`config.mk`:
```
export PLATFORM = sky130hd
export DESIGN_NAME = frame_scheduler
export DESIGN_NICKNAME = d
export VERILOG_FILES = /design/src/rtl/frame_scheduler.sv
export SDC_FILE = /design/constraint.sdc
export NUM_CORES = 1
export LEC_CHECK = 0
export ABC_CLOCK_PERIOD_IN_PS = 3100
export CAP_MARGIN = 15
export CORE_ASPECT_RATIO = 1.1
export CORE_MARGIN = 5
export CORE_UTILIZATION = 55
export DETAILED_ROUTE_END_ITERATION = 7
export PLACE_DENSITY = 0.83
export SLEW_MARGIN = 5
export SYNTH_ARGS = -nofsm -noshare
export SYNTH_HDL_FRONTEND = slang
export SYNTH_SLANG_ARGS = --single-unit
```
`constraint.sdc`:
```
create_clock -name clk -period 3.1 [get_ports clk]
set_clock_uncertainty 0.1 [all_clocks]
set_input_delay 0.31 -clock clk [delete_from_list [all_inputs] [get_ports clk]]
set_output_delay 0.31 -clock clk [all_outputs]
set_load 0.01 [all_outputs]
```
`src/rtl/frame_scheduler.sv`:
```
// frame_scheduler
// Shares one symbol decoder between two channel requesters. A round-robin
// arbiter picks a channel. The block then sends one 5-symbol command frame
// (Fs, channel bit, X0, direction bit, Fe) over the decoder's rails. Each
// symbol uses a 4-phase req/ack handshake.
//
// Ports
//   clk, rst                      : clock, synchronous active-high reset
//   ch1_req/ch1_dir, ch2_req/ch2_dir : channel requests and direction bits
//   ch1_grant, ch2_grant          : 1-cycle pulse when a frame is fully acked
//   Fs, Fe, X0, One, Zero         : registered symbol rails, at most one high
//   Fs_ack .. zero_ack            : decoder acks, asynchronous to clk
//   busy                          : high whenever not IDLE
//   err, err_clr                  : sticky error flag and its clear
module frame_scheduler #(
    parameter int ACK_TIMEOUT = 255,
    parameter int TO_W        = 8,
    parameter int GAP_CYCLES  = 2
) (
    input  logic clk,
    input  logic rst,
    input  logic ch1_req,
    input  logic ch1_dir,
    input  logic ch2_req,
    input  logic ch2_dir,
    output logic ch1_grant,
    output logic ch2_grant,
    output logic Fs,
    output logic Fe,
    output logic X0,
    output logic One,
    output logic Zero,
    input  logic Fs_ack,
    input  logic Fe_ack,
    input  logic X0_ack,
    input  logic one_ack,
    input  logic zero_ack,
    output logic busy,
    output logic err,
    input  logic err_clr
);

    typedef enum logic [2:0] {IDLE, S_HI, S_LO, DONE, GAP, ERR} state_t;

    // The last counter values before a phase ends. The timer and the
    // inter-frame gap share one counter.
    localparam logic [TO_W-1:0] TO_LAST  = TO_W'(ACK_TIMEOUT - 1);
    localparam logic [TO_W-1:0] GAP_LAST = TO_W'((GAP_CYCLES > 0) ? GAP_CYCLES - 1 : 0);

    state_t          state_q, state_d;
    logic [2:0]      symIdx_q, symIdx_d;
    logic            chan_q, chan_d;
    logic            dir_q, dir_d;
    logic            rrPtr_q, rrPtr_d;
    logic [TO_W-1:0] timer_q, timer_d, timerInc;
    logic [4:0]      rails_q, rails_d;
    logic [4:0]      ackMeta_q, ackSync_q;
    logic            err_q;
    logic [4:0]      ackRaw, curMask;
    logic            curAck, otherAck;

    // Rail and ack vectors share one bit order: {Fs, Fe, X0, One, Zero}.
    function automatic logic [4:0] symbolRail(input logic [2:0] idx,
                                              input logic chan,
                                              input logic dir);
        case (idx)
            3'd0:    symbolRail = 5'b10000;
            3'd1:    symbolRail = chan ? 5'b00010 : 5'b00001;
            3'd2:    symbolRail = 5'b00100;
            3'd3:    symbolRail = dir ? 5'b00010 : 5'b00001;
            3'd4:    symbolRail = 5'b01000;
            default: symbolRail = 5'b00000;
        endcase
    endfunction

    assign ackRaw   = {Fs_ack, Fe_ack, X0_ack, one_ack, zero_ack};
    assign curMask  = symbolRail(symIdx_q, chan_q, dir_q);
    assign curAck   = |(ackSync_q & curMask);
    assign otherAck = |(ackSync_q & ~curMask);
    assign timerInc = (timer_q == '1) ? timer_q : timer_q + 1'b1;

    // Next-state logic. A stray ack from another rail takes priority over
    // normal progress, so a misbehaving decoder is never accepted.
    always_comb begin
        state_d  = state_q;
        symIdx_d = symIdx_q;
        chan_d   = chan_q;
        dir_d    = dir_q;
        rrPtr_d  = rrPtr_q;
        timer_d  = timer_q;
        case (state_q)
            IDLE: begin
                if (ch1_req || ch2_req) begin
                    // On a tie the channel not served last wins.
                    chan_d   = (ch1_req && ch2_req) ? ~rrPtr_q : ch2_req;
                    dir_d    = chan_d ? ch2_dir : ch1_dir;
                    symIdx_d = 3'd0;
                    timer_d  = '0;
                    state_d  = S_HI;
                end
            end
            S_HI: begin
                if (otherAck) begin
                    state_d = ERR;
                end else if (curAck) begin
                    timer_d = '0;
                    state_d = S_LO;
                end else if (timer_q >= TO_LAST) begin
                    state_d = ERR;
                end else begin
                    timer_d = timerInc;
                end
            end
            S_LO: begin
                if (otherAck) begin
                    state_d = ERR;
                end else if (!curAck) begin
                    if (symIdx_q == 3'd4) begin
                        state_d = DONE;
                    end else begin
                        symIdx_d = symIdx_q + 3'd1;
                        timer_d  = '0;
                        state_d  = S_HI;
                    end
                end else if (timer_q >= TO_LAST) begin
                    state_d = ERR;
                end else begin
                    timer_d = timerInc;
                end
            end
            DONE: begin
                rrPtr_d = chan_q;
                timer_d = '0;
                state_d = (GAP_CYCLES == 0) ? IDLE : GAP;
            end
            GAP: begin
                if (timer_q >= GAP_LAST) state_d = IDLE;
                else                     timer_d = timerInc;
            end
            ERR: begin
                if (err_clr && (ackSync_q == 5'b00000)) state_d = IDLE;
            end
            default: state_d = IDLE;
        endcase
    end

    // Rails are registered from the next state. A rail therefore rises on the
    // edge that enters S_HI and falls on the edge that leaves it.
    assign rails_d = (state_d == S_HI) ? symbolRail(symIdx_d, chan_d, dir_d) : 5'b00000;

    // State registers and the ack synchronisers. The synchronisers are
    // cleared too, so a reset never leaves a stale ack in flight.
    always_ff @(posedge clk) begin
        if (rst) begin
            state_q   <= IDLE;
            symIdx_q  <= 3'd0;
            chan_q    <= 1'b0;
            dir_q     <= 1'b0;
            rrPtr_q   <= 1'b1;
            timer_q   <= '0;
            rails_q   <= 5'b00000;
            ackMeta_q <= 5'b00000;
            ackSync_q <= 5'b00000;
            err_q     <= 1'b0;
        end else begin
            state_q   <= state_d;
            symIdx_q  <= symIdx_d;
            chan_q    <= chan_d;
            dir_q     <= dir_d;
            rrPtr_q   <= rrPtr_d;
            timer_q   <= timer_d;
            rails_q   <= rails_d;
            ackMeta_q <= ackRaw;
            ackSync_q <= ackMeta_q;
            err_q     <= (state_d == ERR);
        end
    end

    assign {Fs, Fe, X0, One, Zero} = rails_q;
    assign busy      = (state_q != IDLE);
    assign err       = err_q;
    assign ch1_grant = (state_q == DONE) && !chan_q;
    assign ch2_grant = (state_q == DONE) && chan_q;

endmodule

```
==> metrics.md, run 1 <==
| Metric | Value |
|---|---|
| Worst-Margin Slew | 550 ps |
| Hold-fix buffers at CTS | 0 |
| Area Overhead vs Synth | 18.1% |
| CTS sink cnt | 33 |
| Clk Latency, worst-skew pair | 290 ps |
| H-tree levels | 2 |
| Synth cell types | 65 |
| Largest net degree at the start of global routing | 25 |
| Main synth FF type | dfxtp_1 |
| Fin util | between 60% and 70% |
| Die Height | 74.0 um |
| DRT antenna net count | 0 |
| CTS Buf Count | 5 |
| Critical Path Start Type | flip-flop |
| First drt pass iteration count | 4 |
| Die Span X | 68.2 um |
| Nets | 283 |
| Sequential-to-total area share from yosys stat | around a third |
| Crit Path Class | reg -> reg |
| Initial antenna violation count | 0 |
| Post-synth EDFFs | 0 |
| Fin. max-slew vios | 0 |
| HP Class | reg -> reg |
| Max cap viols | 0 |
| Share of cells above drive strength 1 | 12.2% |
| Endpoints failing hold | 0 |
| Relative slew margins | 63.0% |
| Clock tree from TritonCTS | done |
| Post-Syn Area | around 2000 um2 |
| Drt via density | 6.06 |
| Final setup vio count | 0 |
| Period utilization | 94.3% |
| Synth warn | 0 |
| Syn Inst Count | between 200 and 250 |
| PD cells | 420 nW/um2 |
| DRC viols | 0 |
| Maximum clock path buffer count | 2 |
| Vias | 1896 |
| Synth area leaders | dfxtp_1, ha_1, nor2b_1 |
| HPWL after DPL | 3620 um |
| M1 GR Usage | roughly 23% |
| Post-Route WL | between 4000 and 5000 um |
| Initial Utilization | 56.5% |
| Total GRT Usage | 19.8% |
| Crit path DAT | approximately 3000 ps |
| Worst Setup SP | symIdx_q[0]$_SDFF_PP0_ |
| GR Util met3 | 4.83% |
| Core Region | 3630 um2 |
| Worst Path Max Fanout | 7 |
| First-pass GRT wire length | 7610 um |
| LEAKAGE | ~0.90 nW |
| Hold path start | ackMeta_q[1]$_SDFF_PP0_ |
| Reg clk slew, reported paths | 70 ps |
| Register bit total from synthesis | 33 |
| Root Buffer | clkbuf_8 |
| Fmax | 0.342 GHz |
| Vias in the first global route | 1734 |
| Grt ovf | 0 |
| Reg2Reg Launch Point | symIdx_q[0]$_SDFF_PP0_ |
| Async set-reset flop share out of synthesis | 0% |
| Crit. End Element | flip-flop |
| WL/cell | 15.4 um |
| IO buf count | 20 |
| Cell row count | 23 |
| Peak VDD IR | 0.325 mV |
| Number of diodes | 0 |
| Syn avg cell area | 8.61 um2 |
| Gpl congestion | 0.952 |
| Initial DRC Count | approximately 170 |
| Synth top area share | between 30% and 40% |
| Dpl cells | around 300 |
| Leading area contributor after synthesis | dfxtp_1 |
| WP data required | 3180 ps |
| I/O pins | 21 |
| Final std cells w/o fill | 313 |
| Status | completed |
| Met2 Usage GRT | roughly a third |
| Busiest grt layer | met2 |
| Final min period | between 2000 and 3000 ps |
| Synth Net Count | 259 |
| Die area | about 5000 um2 |
==> state kept, by name, indices dropped and copies added (netlist names) <==
register   cells
rails_q        5
state_q        3
ackSync_q      5
timer_q        8
rrPtr_q        1
chan_q         1
ackMeta_q      5
err            1
symIdx_q       3
dir_q          1
==> critical path, cell delays in order (launching register included) <==
cell and delay [ps]:
dfxtp_1 410, inv_1 90, ha_1 270, nor2b_1 160, a22oi_1 290, a21boi_2 350
mux2i_2 330, nand2_1 200, o311a_1 370, a211o_1 230
==> final cells by class <==
class                      instances  area (um2)
fill                             319        1210
inverter                          14        52.6
sequential                        33         661
tap                               50        62.6
multi-input combinational        181        1290
timing repair buffer              27         265
clock buffer                       5        68.8
clock inverter                     3        17.5
==> routing by layer <==
layer | part of all wire (%) | wire, um
met5 | 0 | 0
met4 | 1.5 | 74
met3 | 5.0 | 241
met2 | 52 | 2500
met1 | 42 | 2010
==> Yosys cell counts, types with 3 or more instances <==
library cell	number
dfxtp_1	33
nor2_1	22
nand2_1	15
nor2b_1	15
inv_1	14
a21oi_1	9
ha_1	9
nor3_1	8
o21ai_0	7
clkbuf_1	6
nand3_1	6
a211o_1	5
mux2i_1	5
nand2b_1	5
o211ai_1	5
a211oi_1	4
nor4_1	4
a31oi_1	3
buf_6	3
o22ai_1	3
o31ai_1	3
==> path summary, 6_finish.rpt <==
| path | slack [ps] | cells after the start | end |
|---|---|---|---|
| worst min-delay path | 330 | 1 | ackSync_q[1]$_SDFF_PP0_ |
| worst max-delay path | 180 | 9 | timer_q[6]$_SDFFE_PP0P_ |
| worst max register to register | 180 | 9 | timer_q[6]$_SDFFE_PP0P_ |
| worst min register to register | 330 | 1 | ackSync_q[1]$_SDFF_PP0_ |
==> logic make-up (layout without fill, tap and decap cells) <==
family                   Yosys count  in the layout  synth area share [%]
AND/OR/NAND/NOR                   95             95                  25.4
AO/OA/AOI/OAI                     70             70                  27.6
flip-flops                        33             33                  32.2
buffers and inverters             24             49                  5.56
adder cells (fa/ha/maj)            9              9                  5.49
multiplexers                       7              7                  3.72
==> power breakdown <==
part	internal (W)	switching, W
Clock	0.000155	0.000164
Sequential	0.000447	0.0000317
Combinational	0.000103	0.000116
Total	0.000705	0.000311
==> cell usage in the layout, fill, tap and decap left out, drive strengths merged, types with 6 or more instances in the layout <==
| master | Yosys | layout |
|---|---|---|
| o21ai | 8 | 8 |
| ha | 9 | 9 |
| nand2 | 15 | 15 |
| inv | 14 | 14 |
| a211oi | 6 | 6 |
| clkdlybuf4s50 | 0 | 20 |
| o211ai | 6 | 6 |
| nor3 | 8 | 8 |
| a21oi | 9 | 9 |
| nor2b | 15 | 15 |
| dfxtp | 33 | 33 |
| nor2 | 22 | 22 |
| nand3 | 6 | 6 |
| buf | 4 | 7 |
==> stage by stage <==
| stage | hold slack [ps] | instance area [um2] | worst slack (ps) | TNS (ps) | total power, W |
|---|---|---|---|---|---|
| final | 326 | 2420 | 176 | 0 | 0.00102 |
| after global routing | 354 | 2420 | -2.83 | -2.83 | 0.00107 |
| after CTS | 331 | 2380 | 58.4 | 0 | 0.00101 |
| after detailed placement | 324 | 2300 | 83.7 | 0 | 0.000696 |
| after global placement | 316 | 2300 | 196 | 0 | 0.000691 |
| after floorplan | 302 | 2050 | 343 | 0 | 0.000632 |
==> repair_timing <==
item | in CTS | in global routing
resized for setup | 0 | 4
setup endpoints to repair | 0 | 6
hold endpoints to repair | 0 | 0
setup buffers | 0 | 1
Power figures use the tool's default switching activity.
==> inputs of run 2 (changes only) <==
Settings changed: CORE_UTILIZATION 55 to 56, PLACE_DENSITY 0.83 to 0.79.
==> metrics.md, run 2 (synthesis results as in run 1) <==
| Metric | Value |
|---|---|
| Core Region | approximately 3600 um2 |
| Area Overhead vs Synth | 17.6% |
| Number of diodes | 0 |
| Reg clk slew, reported paths | about 70 ps |
| Fin. max-slew vios | 0 |
| Post-CTS setup buffers | 0 |
| Max stage delay on crit path | 420 ps |
| Die area | 4970 um2 |
| LEAKAGE | 0.904 nW |
| Most frequent cells in the layout | dfxtp_1, nor2_1, clkdlybuf4s50_1 |
| Max FFs per register | 8 |
| Max cap viols | 0 |
| Gpl congestion | 0.901 |
| Initial antenna violation count | 0 |
| Fin util | 67.0% |
| Maximum clock path buffer count | 2 |
| Worst Path Max Fanout | 10 |
| HPWL after DPL | between 3000 and 4000 um |
| Vias in the first global route | between 1500 and 2000 |
| Fmax | roughly 0.34 GHz |
| Peak VDD IR | 0.337 mV |
| Relative slew margins | about 69% |
| Fillers | 311 |
| Final setup vio count | 0 |
| Crit. End Element | flip-flop |
| Multi-input logic area | 1290 um2 |
| Total GRT Usage | 20.4% |
| Place WS | 96.8 ps |
| First drt pass iteration count | 4 |
| Nets | 282 |
| H-tree levels | 2 |
| Grt ovf | 0 |
| Cell Area, Placed | 2300 um2 |
| Commonest non-fill, non-tap cell in the layout | dfxtp_1 |
| IO buf count | 20 |
| Period utilization | 95.1% |
| Root Buffer | clkbuf_8 |
| Status | completed |
| CTS sink cnt | 33 |
| FF+latch area | 661 um2 |
| Vias | ~1800 |
| Crit Path Class | reg -> reg |
| DRC viols | 0 |
| Finished layout cell area | 2410 um2 |
| Cell row count | 23 |
| Clock tree from TritonCTS | done |
| Setup WS post-layout | around 150 ps |
| Initial DRC Count | 57 |
| Die Height | 73.5 um |
| Slowest-stage cell, CP | dfxtp_1 |
| First-pass GRT wire length | 7830 um |
| Share of cells above drive strength 1 | 11.1% |
| HP Class | reg -> reg |
| PD cells | 435 nW/um2 |
| DRT antenna net count | 0 |
| Endpoints failing hold | 0 |
| WL/cell | 15.4 um |
| WP data required | 3180 ps |
| Post-Route WL | 4790 um |
| Drt via density | 5.90 |
| Slack of the worst reg-to-reg path | 150 ps |
| CTS Buf Count | 5 |
| Most flops, register | timer_q |
| Crit path DAT | 3020 ps |
| Final min period | 2950 ps |
| Largest net degree at the start of global routing | 25 |
| Crit path cell chain | inv_1 > ha_2 > nor4_1 > nor2_1 > a21boi_2 > mux2i_2 > nand2_1 > o311a_1 > a211o_1 |
| I/O pins | 21 |
| Die Span X | 67.7 um |
| Critical Path Start Type | flip-flop |
| Worst-Margin Slew | 466 ps |
| Clk Latency, worst-skew pair | 280 ps |
| Initial Utilization | between 50% and 60% |
run 2: stage by stage:
step           TNS [ps]  hold WS [ps]  std cells  total power (W)
5_1_grt           -3.75           349        312          0.00110
6_report              0           324        312          0.00105
3_3_place_gp          0           317        304         0.000691
3_5_place_dp          0           320        304         0.000695
2_1_floorplan         0           302        238         0.000632
4_1_cts               0           328        312          0.00105
run 2: repair_timing:
item	4_1_cts	5_1_grt
endpoints found under the setup margin	0	3
hold buffers	0	0
resized for setup	0	3
run 2: final cells by class:
type                    count  area share (%)
well taps                  50            2.59
clock buffers               7            4.00
flip-flops and latches     33            27.4
inverters                  14            2.18
repair buffers             26            10.2
multi-input cells         181            53.5
clock inverters             1           0.208
run 2: layer usage:
metal | GRT usage (%) | part of all wire, %
met4 | 9.46 | 2.3
met3 | 4.13 | 4.1
met1 | 23.8 | 42
met5 | 0 | 0
met2 | 35.1 | 51
run 2: worst max-delay path, delay by kind of cell (launching register included):
kind	cells	cell delay [ps]
multiplexers	1	340
AND/OR/NAND/NOR	3	720
adder cells (fa/ha/maj)	1	270
flip-flops	1	420
AO/OA/AOI/OAI	3	830
buffers and inverters	1	140
run 2: worst paths after layout:
kind | from | endpoint | cells past startpoint
worst max-delay path | symIdx_q[1]$_SDFF_PP0_ | timer_q[6]$_SDFFE_PP0P_ | 9
worst min-delay path | ackMeta_q[3]$_SDFF_PP0_ | ackSync_q[3]$_SDFF_PP0_ | 1
worst max register to register | symIdx_q[1]$_SDFF_PP0_ | timer_q[6]$_SDFFE_PP0P_ | 9
worst min register to register | ackMeta_q[3]$_SDFF_PP0_ | ackSync_q[3]$_SDFF_PP0_ | 1
run 2: report_power, final:
part	switching [W]	internal (W)
registers	0.0000315	0.000447
logic	0.000116	0.0000983
clock network	0.000154	0.000201
==> inputs of run 3 (changes only) <==
Settings changed: REMOVE_ABC_BUFFERS set to 1.
==> metrics.md, run 3 (synthesis results as in run 1) <==
| Metric | Value |
|---|---|
| Status | completed |
| Hold-fix buffers at CTS | 0 |
| Relative slew margins | 69.4% |
| DRT antenna net count | 0 |
| Maximum clock path buffer count | 2 |
| Post-Route WL | 4950 um |
| Comb power frac | 21.8% |
| First-pass GRT wire length | 8170 um |
| Root Buffer | clkbuf_8 |
| WP data required | between 3000 and 4000 ps |
| Total GRT Usage | 22.0% |
| Worst Path Max Fanout | 10 |
| H-tree levels | 2 |
| Most frequent cells in the layout | dfxtp_1, nor2_1, clkdlybuf4s50_1 |
| Clock tree from TritonCTS | done |
| Grt ovf | 0 |
| Worst r2r path cells | 9 |
| Nets | around 280 |
| Largest net degree at the start of global routing | 25 |
| Vias | between 1500 and 2000 |
| Initial antenna violation count | 0 |
| Slowest-stage cell, CP | or4_4 |
| Initial DRC Count | 94 |
| Initial Utilization | 57.0% |
| Net switching power | 0.000307 W |
| Critical Path Start Type | flip-flop |
| Dpl cells | 305 |
| CTS Buf Count | 5 |
| Hold Path Depth | 1 |
| Reg clk slew, reported paths | 70 ps |
| Place WS | 92.2 ps |
| Clk Latency, worst-skew pair | 280 ps |
| Core Region | 3600 um2 |
| Drt via density | 6.01 |
| Unrepaired setup endpoints after global routing | false |
| Die area | 4970 um2 |
| Commonest non-fill, non-tap cell in the layout | dfxtp_1 |
| Period utilization | approximately 93% |
| WL/cell | 15.8 um |
| Most flops, register | timer_q |
| Crit. End Element | flip-flop |
| Fin. max-slew vios | 0 |
| First drt pass iteration count | 4 |
| DRC viols | 0 |
| Number of diodes | 0 |
| Final setup vio count | 0 |
| Max FFs per register | 8 |
| HPWL after DPL | 3790 um |
| Max stage delay on crit path | 540 ps |
| Worst-Margin Slew | approximately 460 ps |
| Seq pwr share | 47.4% |
| Endpoints failing hold | 0 |
| Final min period | 2880 ps |
| Vias in the first global route | 1807 |
| Setup WS post-layout | roughly 220 ps |
| Area Overhead vs Synth | 18.2% |
| Die Height | 73.5 um |
| I/O pins | 21 |
| Peak VDD IR | 0.271 mV |
| Final std cells w/o fill | between 300 and 400 |
| IO buf count | 20 |
| PD cells | between 400 and 500 nW/um2 |
| Internal | 0.000705 W |
| Max cap viols | 0 |
| Cell row count | 23 |
| Die Span X | between 60 and 70 um |
| Hold slack | 338 ps |
| Crit path cell chain | inv_1 > ha_2 > or4_4 > nand2_1 > o21ai_1 > a211o_1 > nand4b_1 > nor2_1 > a221o_1 |
| Gpl congestion | 0.978 |
| Crit Path Class | reg -> reg |
| Sw frac | 30.3% |
| HP Class | reg -> reg |
| Share of cells above drive strength 1 | 12.9% |
| Crit path DAT | a little under 3000 ps |
| LEAKAGE | 0.912 nW |
| CTS sink cnt | 33 |
| Fmax | 0.347 GHz |
| Clk pwr share | 30.8% |
| Total Power | 0.00101 W |
| Final TNS setup | 0 ps |
==> run 3: cell count changes in the layout (fill, tap and decap cells not counted), moves of 2 or more <==
cell / previous run / this run
a21oi_1: 9 / 7
a21oi_2: 0 / 2
clkbuf_8: 7 / 5
buf_4: 6 / 8
a211oi_2: 0 / 2
==> run 3: power by group through the flow <==
stage	clock [W]	sequential, W	combinational (W)
floorplan	0	0.000481	0.000142
global placement	0	0.000487	0.000207
detailed placement	0	0.000488	0.000211
CTS	0.000321	0.000479	0.000212
global route	0.000341	0.000481	0.000246
finish	0.000312	0.000479	0.000220
==> run 3: layer usage <==
metal	vias to the layer above	share of wire [%]	GRT usage, %
met3	12	4.3	4.74
met1	883	42	26.0
li1	939	-	-
met4	0	3.4	10.4
met5	-	0	0
met2	54	50	37.2
==> run 3: cell type report <==
class / count / area (um2)
multi-input cells: 181 / 1300
clock buffers: 6 / 72.6
repair buffers: 28 / 260
fillers: 299 / 1170
clock inverters: 2 / 10.0
flip-flops and latches: 33 / 661
inverters: 14 / 52.6
well taps: 50 / 62.6
==> run 3: worst max-delay path, delay by kind of cell, from the launching register on <==
| kind | cells | cell delay (ps) |
|---|---|---|
| buf+inv | 1 | 140 |
| simple gates | 4 | 990 |
| fa+ha+maj | 1 | 260 |
| compound gates | 3 | 880 |
| flops | 1 | 420 |
==> run 3: what timing repair did <==
item,4_1_cts,5_1_grt
endpoints found under the setup margin,0,9
buffers inserted,0,1
resized for setup,0,6
==> run 3: final timing paths <==
path	start	slack [ps]	end
max	symIdx_q[1]$_SDFF_PP0_	220	timer_q[1]$_SDFFE_PP0P_
min	ackMeta_q[1]$_SDFF_PP0_	340	ackSync_q[1]$_SDFF_PP0_
max reg2reg	symIdx_q[1]$_SDFF_PP0_	220	timer_q[1]$_SDFFE_PP0P_
min reg2reg	ackMeta_q[1]$_SDFF_PP0_	340	ackSync_q[1]$_SDFF_PP0_
==> run 3: per-stage QoR <==
step	instance area (um2)	util, %
floorplan	1990	-
CTS	2390	66.3
global route	2420	67.3
global placement	2300	64.0
finish	2420	67.3
detailed placement	2300	64.0
==> RTL edit (config.mk and constraints of run 3) <==
Change the parameter `TO_W` from 8 to 6.
--- a/src/rtl/frame_scheduler.sv
+++ b/src/rtl/frame_scheduler.sv
@@ -14,7 +14,7 @@
 //   err, err_clr                  : sticky error flag and its clear
 module frame_scheduler #(
     parameter int ACK_TIMEOUT = 255,
-    parameter int TO_W        = 8,
+    parameter int TO_W        = 6,
     parameter int GAP_CYCLES  = 2
 ) (
     input  logic clk,
Formal check against the unedited RTL: no difference found for any inputs over 10 cycles, from zero or initial values and one cycle with rst high; that may be too few to reach the edited logic, so the function may still have changed.
==> RTL edit against run 3 <==
  * Power increased by 7.5%
  * Clock power grew 5%
  * Routed wire length is 19% lower
  * Largest power group unchanged
  * Area after synthesis is 9.8% lower
  * Sequential cell count shrank 2
  * Global-route usage fell by 2.5 points
  * Cell area shrank 10%
  * Setup slack got worse by 37 ps
  * Sequential share of layout area is 1.4 points higher
  * First-iteration DRC count shrank 26%
  * Non-clock buffer count decreased by 6
==> RTL edit: results (changes against run 3) <==
Worst setup path
  – Crit-path max FO: 7 (was 10)
  – Critical Path AT: 3070 ps (was 2960 ps)
  – Critical R2R Launch: symIdx_q[0] (was symIdx_q[1])
  – R2R Setup Slk: 180 ps (was 220 ps)
  – CP max stage delay: 590 ps (was 540 ps)
  – FF-to-FF End: rails_q[2] (was timer_q[1])

Placed design
  – Worst slack, placed: 113.9 ps (was 92.18 ps)
  – Final GP Congestion: 0.8548 (was 0.9784)

CTS
  – Clock root cell: clkbuf_4 (was clkbuf_8)
  – Clk slew on worst S/H paths: 100 ps (was 70 ps)
  – TritonCTS buffer count: 5 (unchanged)
  – Htree depth: 2 (unchanged)

Pwr
  – Peak supply drop: 368.8 µV (was 270.7 µV)
  – P_seq: 0.000463 W (was 0.000479 W)
  – Switching Share: 31.34% (was 30.33%)
  – Combinational fraction of design power: 27.1% (was 21.8%)
  – Overall power: 0.001087 W (was 0.001011 W)
  – Pleak: 0.8214 nW (was 0.9119 nW)

Synth
  – Mux cell area share after synthesis: 5.213% (was 3.724%)
  – Most frequent cells after synthesis: dfxtp_1, nor2_1, nand2_1 (was dfxtp_1, nor2_1, nand2_1, nor2b_1, inv_1)
  – Synth top area share: 33.58% (was 32.23%)
  – Fraction of synthesized cell area in xor and xnor cells: 0.4739% (was 0%)
  – Sequential area share after synthesis: 33.58% (was 32.23%)
  – Netlist cell types: 61 (was 65)
  – Syn avg cell area: 9.149 µm² (was 8.611 µm²)
  – Adder-cell share of the synthesized area: 6.093% (was 5.495%)
  – Compound-Gate Fraction of Synth Area: 22.68% (was 27.59%)

Cells and area
  – Antenna Cells: 0 (unchanged)
  – # fillers: 250 (was 299)
  – Max reg flops: 6 (was 8)
  – Final nets: 245 (was 284)
  – Layout cells sized above 1: 15.11% (was 12.88%)

Global routing
  – Pin count of the biggest net entering global routing: 17 (was 25)
  – Tot GR Track Use: 19.47% (was 21.95%)
  – First-pass GRT wire length: 6893 µm (was 8169 µm)
  – Vias in the first global route: 1601 (was 1807)

Routing
  – Vias per cell: 5.985 (was 6.013)
  – Drt initial violations: 70 (was 94)
  – Final WL: 4004 µm (was 4949 µm)
  – WL/cell: 15.46 µm (was 15.76 µm)

STA
  – Final hold slack: 345.1 ps (was 338.0 ps)
  – Slew at the pin with the worst max-slew slack: 646.1 ps (was 455.2 ps)

Status
  – Run status: finished clean (unchanged)

Min path
  – Hold WC Path Type: register to register (unchanged)
  – Hold_sp: ackMeta_q[0] (was ackMeta_q[1])
RTL edit: changes by cell type in the layout (fill, tap and decap cells not counted), moves of 4 or more:
cell	change
nor3_1	-4
clkbuf_8	-4
inv_1	-5
o211ai_1	-4
buf_4	-6
clkbuf_4	+5
a211o_1	-4
dfxtp_1	-4
RTL edit: cell type report:
class | instances | area share, %
tap | 34 | 1.956
sequential | 31 | 28.65
timing repair buffer | 22 | 9.896
multi-input combinational | 155 | 53.97
inverter | 9 | 1.554
clock buffer | 6 | 2.359
clock inverter | 2 | 1.611
RTL edit: routing by layer:
layer | wire [µm] | vias to the layer above | global-route usage, % | part of all wire (%)
met1 | 1667 | 738 | 20.79 | 42
met4 | 87 | 0 | 10.56 | 2.2
met3 | 125 | 7 | 5.288 | 3.1
met2 | 2123 | 23 | 34.09 | 53
li1 | - | 782 | - | -
met5 | 0 | - | 0 | 0
RTL edit: worst max-delay path by stage:
stage | start | end | slack [ps] | cells after the start
finish | symIdx_q[0] | rails_q[2] | 180 | 9
global route | symIdx_q[0] | rails_q[0] | -1 | 9
CTS | symIdx_q[0] | rails_q[0] | 90 | 9
detailed placement | symIdx_q[0] | rails_q[0] | 110 | 9
global placement | symIdx_q[0] | rails_q[1] | 250 | 9
floorplan | symIdx_q[0] | rails_q[0] | 370 | 9
RTL edit: kinds of logic (layout without fill, tap and decap cells):
family / count (synthesis) / count (layout)
simple gates: 88 / 88
compound gates: 48 / 48
flops: 31 / 31
buf+inv: 16 / 39
fa+ha+maj: 9 / 9
mux: 9 / 9
xor+xnor: 1 / 1
RTL edit: per-stage QoR:
step / area, µm² / setup TNS (ps)
2_1_floorplan: 1813 / 0
3_3_place_gp: 2071 / 0
3_5_place_dp: 2071 / 0
4_1_cts: 2157 / 0
5_1_grt: 2175 / -1.258
6_report: 2175 / 0
